**config.mk**
```make
export PLATFORM = sky130hd
export DESIGN_NAME = time_keeper
export DESIGN_NICKNAME = d
export VERILOG_FILES = /design/src/rtl/time_keeper.sv
export SDC_FILE = /design/constraint.sdc
export NUM_CORES = 1
export LEC_CHECK = 0
export ABC_AREA = 0
export CAP_MARGIN = 25
export CORE_UTILIZATION = 35
export CTS_BUF_LIST = sky130_fd_sc_hd__clkbuf_8
export DETAILED_ROUTE_END_ITERATION = 6
export MAX_ROUTING_LAYER = met4
export PLACE_DENSITY = 0.55
export SYNTH_ARGS = -nofsm -noshare
export SYNTH_HDL_FRONTEND = slang
export SYNTH_SLANG_ARGS = --single-unit
```
**constraint.sdc**
```tcl
create_clock -name sysclk -period 4.3 [get_ports sysclk]
set_input_delay 0.43 -clock sysclk [delete_from_list [all_inputs] [get_ports sysclk]]
set_output_delay 0.43 -clock sysclk [all_outputs]
set_load 0.005 [all_outputs]
```
**src/rtl/time_keeper.sv**
```systemverilog
// time_keeper: 24-hour HH:MM clock with button-driven time setting.
//   sysclk   : system clock, all state changes on its rising edge
//   rst_n    : asynchronous active-low reset
//   btn_mode : raw mode button (RUN -> SET_HOUR -> SET_MIN -> RUN)
//   btn_inc  : raw increment button (hours in SET_HOUR, minutes in SET_MIN)
//   h_tens/h_ones/m_tens/m_ones : registered BCD time digits
//   colon    : display colon enable (blinks in RUN, steady while setting)
//   mode     : current state, 00 RUN / 01 SET_HOUR / 10 SET_MIN
//   tick_1s  : one-cycle pulse per elapsed second in RUN
module time_keeper #(
  parameter int unsigned CLK_HZ   = 50000000,
  parameter int unsigned DEBOUNCE = 200000
) (
  input  logic       sysclk,
  input  logic       rst_n,
  input  logic       btn_mode,
  input  logic       btn_inc,
  output logic [3:0] h_tens,
  output logic [3:0] h_ones,
  output logic [3:0] m_tens,
  output logic [3:0] m_ones,
  output logic       colon,
  output logic [1:0] mode,
  output logic       tick_1s
);

  localparam int unsigned PS_W = (CLK_HZ > 1) ? $clog2(CLK_HZ) : 1;
  localparam int unsigned DB_W = (DEBOUNCE > 1) ? $clog2(DEBOUNCE) : 1;
  localparam logic [PS_W-1:0] PS_MAX  = PS_W'(CLK_HZ - 1);
  localparam logic [PS_W-1:0] PS_HALF = PS_W'(CLK_HZ / 2);
  localparam logic [DB_W-1:0] DB_MAX  = DB_W'(DEBOUNCE - 1);

  typedef enum logic [1:0] {
    ST_RUN      = 2'b00,
    ST_SET_HOUR = 2'b01,
    ST_SET_MIN  = 2'b10
  } state_e;

  logic [1:0] w_btn_raw;
  logic [1:0] w_press;
  logic       w_mode_p;
  logic       w_inc_p;

  assign w_btn_raw = {btn_inc, btn_mode};
  assign w_mode_p  = w_press[0];
  assign w_inc_p   = w_press[1];

  // Per-button synchronizer, debouncer and rising-edge press detector
  for (genvar g = 0; g < 2; g++) begin : g_btn
    logic            r_sync1;
    logic            r_sync2;
    logic            r_filt;
    logic            r_filt_d;
    logic [DB_W-1:0] r_cnt;

    // r_cnt counts consecutive cycles the synchronized level differs from the filtered one
    always_ff @(posedge sysclk or negedge rst_n) begin
      if (!rst_n) begin
        r_sync1  <= 1'b0;
        r_sync2  <= 1'b0;
        r_filt   <= 1'b0;
        r_filt_d <= 1'b0;
        r_cnt    <= '0;
      end else begin
        r_sync1  <= w_btn_raw[g];
        r_sync2  <= r_sync1;
        r_filt_d <= r_filt;
        if (r_sync2 == r_filt) begin
          r_cnt <= '0;
        end else if (r_cnt == DB_MAX) begin
          r_filt <= r_sync2;
          r_cnt  <= '0;
        end else begin
          r_cnt <= r_cnt + DB_W'(1);
        end
      end
    end

    assign w_press[g] = r_filt & ~r_filt_d;
  end

  state_e r_state;
  state_e w_state_nxt;
  logic   w_run;
  logic   w_hour_inc;
  logic   w_min_inc;
  logic   w_set_exit;

  // FSM state register
  always_ff @(posedge sysclk or negedge rst_n) begin
    if (!rst_n) r_state <= ST_RUN;
    else        r_state <= w_state_nxt;
  end

  // FSM next state: one step per mode press
  always_comb begin
    w_state_nxt = r_state;
    case (r_state)
      ST_RUN:      if (w_mode_p) w_state_nxt = ST_SET_HOUR;
      ST_SET_HOUR: if (w_mode_p) w_state_nxt = ST_SET_MIN;
      ST_SET_MIN:  if (w_mode_p) w_state_nxt = ST_RUN;
      default:     w_state_nxt = ST_RUN;
    endcase
  end

  // FSM control decode; increments act on the current state before the transition
  always_comb begin
    w_run      = 1'b0;
    w_hour_inc = 1'b0;
    w_min_inc  = 1'b0;
    w_set_exit = 1'b0;
    case (r_state)
      ST_RUN:      w_run      = 1'b1;
      ST_SET_HOUR: w_hour_inc = w_inc_p;
      ST_SET_MIN: begin
        w_min_inc  = w_inc_p;
        w_set_exit = w_mode_p;
      end
      default: ;
    endcase
  end

  logic [PS_W-1:0] r_presc;
  logic [PS_W-1:0] w_presc_nxt;
  logic            r_tick;
  logic            r_colon;

  // Prescaler only runs while staying in RUN; any other case parks it at 0
  always_comb begin
    w_presc_nxt = '0;
    if (w_run && (w_state_nxt == ST_RUN)) begin
      w_presc_nxt = (r_presc == PS_MAX) ? '0 : r_presc + PS_W'(1);
    end
  end

  // tick and colon are registered from the next prescaler value so they line up with it
  always_ff @(posedge sysclk or negedge rst_n) begin
    if (!rst_n) begin
      r_presc <= '0;
      r_tick  <= 1'b0;
      r_colon <= 1'b0;
    end else begin
      r_presc <= w_presc_nxt;
      r_tick  <= w_run && (w_state_nxt == ST_RUN) && (w_presc_nxt == PS_MAX);
      r_colon <= (w_state_nxt != ST_RUN) || (w_presc_nxt < PS_HALF);
    end
  end

  logic [3:0] r_h_t, r_h_o, r_m_t, r_m_o, r_s_t, r_s_o;
  logic [3:0] w_h_t, w_h_o, w_m_t, w_m_o, w_s_t, w_s_o;
  logic       w_sec_carry;
  logic       w_min_step;
  logic       w_hour_step;

  // BCD time next-state: ripple carry from ticks, or direct edits while setting
  always_comb begin
    w_h_t = r_h_t;
    w_h_o = r_h_o;
    w_m_t = r_m_t;
    w_m_o = r_m_o;
    w_s_t = r_s_t;
    w_s_o = r_s_o;
    w_sec_carry = r_tick && (r_s_t == 4'd5) && (r_s_o == 4'd9);
    w_min_step  = w_sec_carry || w_min_inc;
    w_hour_step = (w_sec_carry && (r_m_t == 4'd5) && (r_m_o == 4'd9)) || w_hour_inc;

    if (r_tick) begin
      if (r_s_o == 4'd9) begin
        w_s_o = 4'd0;
        w_s_t = (r_s_t == 4'd5) ? 4'd0 : r_s_t + 4'd1;
      end else begin
        w_s_o = r_s_o + 4'd1;
      end
    end
    if (w_set_exit) begin
      w_s_t = 4'd0;
      w_s_o = 4'd0;
    end

    if (w_min_step) begin
      if (r_m_o == 4'd9) begin
        w_m_o = 4'd0;
        w_m_t = (r_m_t == 4'd5) ? 4'd0 : r_m_t + 4'd1;
      end else begin
        w_m_o = r_m_o + 4'd1;
      end
    end

    if (w_hour_step) begin
      if ((r_h_t == 4'd2) && (r_h_o == 4'd3)) begin
        w_h_t = 4'd0;
        w_h_o = 4'd0;
      end else if (r_h_o == 4'd9) begin
        w_h_o = 4'd0;
        w_h_t = r_h_t + 4'd1;
      end else begin
        w_h_o = r_h_o + 4'd1;
      end
    end
  end

  always_ff @(posedge sysclk or negedge rst_n) begin
    if (!rst_n) begin
      r_h_t <= 4'd0;
      r_h_o <= 4'd0;
      r_m_t <= 4'd0;
      r_m_o <= 4'd0;
      r_s_t <= 4'd0;
      r_s_o <= 4'd0;
    end else begin
      r_h_t <= w_h_t;
      r_h_o <= w_h_o;
      r_m_t <= w_m_t;
      r_m_o <= w_m_o;
      r_s_t <= w_s_t;
      r_s_o <= w_s_o;
    end
  end

  assign h_tens  = r_h_t;
  assign h_ones  = r_h_o;
  assign m_tens  = r_m_t;
  assign m_ones  = r_m_o;
  assign colon   = r_colon;
  assign mode    = r_state;
  assign tick_1s = r_tick;

endmodule

```
==> run metrics <==
GRT Total Usage 15.0%; fillcell total 1327; Vias 3596; cell area after synthesis 4910 µm²; Worst slew margin 46.1%; hold_buf cts 0; detailed placement HPWL 6780 µm; mean number of vias per cell 5.09; Critical Path Start Type flip-flop; syn avg cell area 9.80 µm²; cts bufs inserted 9; top-level I/O count 24; H-tree depth 3; # clock sinks 98; cell taking the most area after synthesis dfrtp_1; Core Region 13500 µm²; P_sw 366 µW; Clock Skew 0.00920 ns; ant diodes 0; worst path cell trace ha_1 -> nand4_1 -> or2_1 -> o31ai_4 -> nor2_1 -> or4b_1 -> nor4_2; CP Data Arrival Time 3.23 ns; Net count, final 541; Worst-Skew Late Latency 0.37 ns; crit path capture type flip-flop; CTS tree yes; crit path time final 2.95 ns; FF+latch count, synth 98; pwr dens 285 nW/µm²; Pre-Repair DR Iteration Count 4; Commonest cells post-synth dfrtp_1, nor2_1, nand2_1, xnor2_1, xor2_1; gr ovfl total 0; FF-to-FF setup slack 1.35 ns; count leader, synth dfrtp_1; post-synth top area share 49.9%; Final Power 1580 µW; Critical Path Max Stage Delay 0.68 ns; worst vdd ir 175 µV; status completed; Critical Path RT 4.58 ns; remaining antenna violation count after routing 0; Routed WL 9550 µm; multi-input logic area 2360 µm²; register share of total power 59.2%; Iter 0 DRT Violations 273; Most used DFF post-synth dfrtp_1; Max-cap violations 0; pin count of the biggest net entering global routing 65; register area 2450 µm²; Clk pin slew, worst setup/hold paths 0.10 ns; FMAX 339 MHz; layout cells sized above 1 7.91%; Root Driver clkbuf_8; sequential-to-total area share from yosys stat 49.9%; synth top area cells dfrtp_1, nor2_1, xnor2_1; clock share of power 38.6%; DRC violations left 0; Die Wd 120 µm; post-synth net total 516; crit-path max FO 18; number of global-route vias before repair 3503; CTS max path bufs 2; Post-synth EDFFs 0; unrepaired setup endpoints after global routing false; combinational share of power 2.2%; GP Congestion 0.845; area grow syn2layout 12.6%; Net Sw Frac 23.2%; slowest CP cell o31ai_4; Die Ht 120 µm; Port Buf Inserts 23; Starting Density 36.5%; Leak 0.00236 µW; critical setup path kind flip-flop to flip-flop; Fin. Hold Viols 0; Internal Pwr Total 1210 µW; Routed WL per cell 13.5 µm; Yosys cell types 55; Least-Margin Pin Slew 0.809 ns; # resized after CTS 0; Slew Viols, Final 0; initial antenna violation count 0; post-CTS setup buffers 0; Cell Rows 42; first-pass GRT wire length 16800 µm; Final period util 68.5%; final setup violation count 0; TNS Setup 0 ns; die footprint 14500 µm²; HP Class input port to asynchronous set/reset pin; Post-Syn Instances 501; Syn. warnings 0; Synth async-reset ratio 100%
## sequential cells by signal, indices dropped and copies added, names as in the netlist, 4 cells and up
signal,flops
g_btn.r_cnt,36
r_presc,26
h_ones,4
h_tens,4
m_ones,4
m_tens,4
r_s_o,4
r_s_t,4
## worst max-delay path: cells and delay by family (launching register included)
kind                     cells  cell delay [ns]
AO/OA/AOI/OAI                1             0.68
AND/OR/NAND/NOR              5             1.47
flip-flops                   1             0.44
adder cells (fa/ha/maj)      1             0.28
## power groups by stage
| stage | logic (µW) | registers, µW | clock network [µW] |
|---|---|---|---|
| floorplan | 12.7 | 950 | 0 |
| global placement | 36.4 | 951 | 0 |
| detailed placement | 37.3 | 951 | 0 |
| CTS | 37.3 | 933 | 629 |
| global route | 40.9 | 934 | 671 |
| finish | 34.4 | 933 | 609 |
## placed cells by master, fill, tap and decap left out, types with 2 or more instances in the layout
master / n
dfrtp_1: 98
nor2_1: 86
nand2_1: 35
xnor2_1: 30
xor2_1: 28
nand3_1: 26
clkdlybuf4s50_1: 22
o21ai_0: 20
nor3_1: 16
inv_1: 15
and3_1: 14
nand4_1: 13
a21oi_1: 13
ha_1: 11
nor2b_1: 10
clkbuf_8: 9
nor4_1: 6
or2_2: 5
and4_1: 4
or3_1: 4
nor3b_1: 4
and3b_1: 4
mux2_2: 4
nor4_2: 3
o31ai_1: 3
buf_4: 3
or3_2: 2
a21o_1: 2
nor4b_1: 2
or4_1: 2
nand4b_1: 2
a311oi_1: 2
nand3b_1: 2
nor4bb_1: 2
clkinv_2: 2
## metal layers
layer | up-vias | GRT usage (%) | routed length [µm]
met1 | 1739 | 19.7 | 4670
met4 | 0 | 6.33 | 170
met3 | 14 | 2.36 | 311
met2 | 59 | 23.0 | 4400
met5 | - | - | 0
li1 | 1784 | - | -
## path summary, 6_finish.rpt
path,to,depth (start not counted),startpoint
worst max-delay path,tick_1s,7,r_presc[0]
worst min-delay path,m_ones[3],1,rst_n
worst max register to register,tick_1s,7,r_presc[0]
worst min register to register,g_btn[1].r_sync2,0,g_btn[1].r_sync1
max in group asynchronous,g_btn[1].r_cnt[4],2,rst_n
min in group sysclk,g_btn[1].r_sync2,0,g_btn[1].r_sync1
## layout make-up
| class | count | area share (%) |
|---|---|---|
| Inverter | 15 | 1.02 |
| Clock buffer | 9 | 2.24 |
| Multi-Input combinational cell | 377 | 42.6 |
| Clock inverter | 7 | 1.38 |
| Tap cell | 176 | 3.98 |
| Sequential cell | 98 | 44.4 |
| Timing Repair Buffer | 25 | 4.39 |
## cell families after synthesis
| family | share of synthesized area [%] |
|---|---|
| AOI/OAI and AO/OA | 6.88 |
| xor gates and xnor gates | 10.3 |
| adders and majority gates | 2.80 |
| buffers and inverters | 2.04 |
| DFF | 49.9 |
| muxes | 0.917 |
| and+or+nand+nor | 27.1 |
## stage by stage
stage | hold slack (ns) | area, µm² | std cells | setup WS (ns) | utilization, %
2_1_floorplan | 0.134 | 4910 | 501 | 1.83 | -
3_3_place_gp | 0.337 | 5330 | 691 | 1.42 | 39.6
3_5_place_dp | 0.335 | 5330 | 691 | 1.30 | 39.6
4_1_cts | 0.178 | 5530 | 707 | 1.32 | 41.1
5_1_grt | 0.217 | 5530 | 707 | 1.08 | 41.1
6_report | 0.123 | 5530 | 707 | 1.35 | 41.1
No activity file was read; power rests on OpenSTA's default activity.
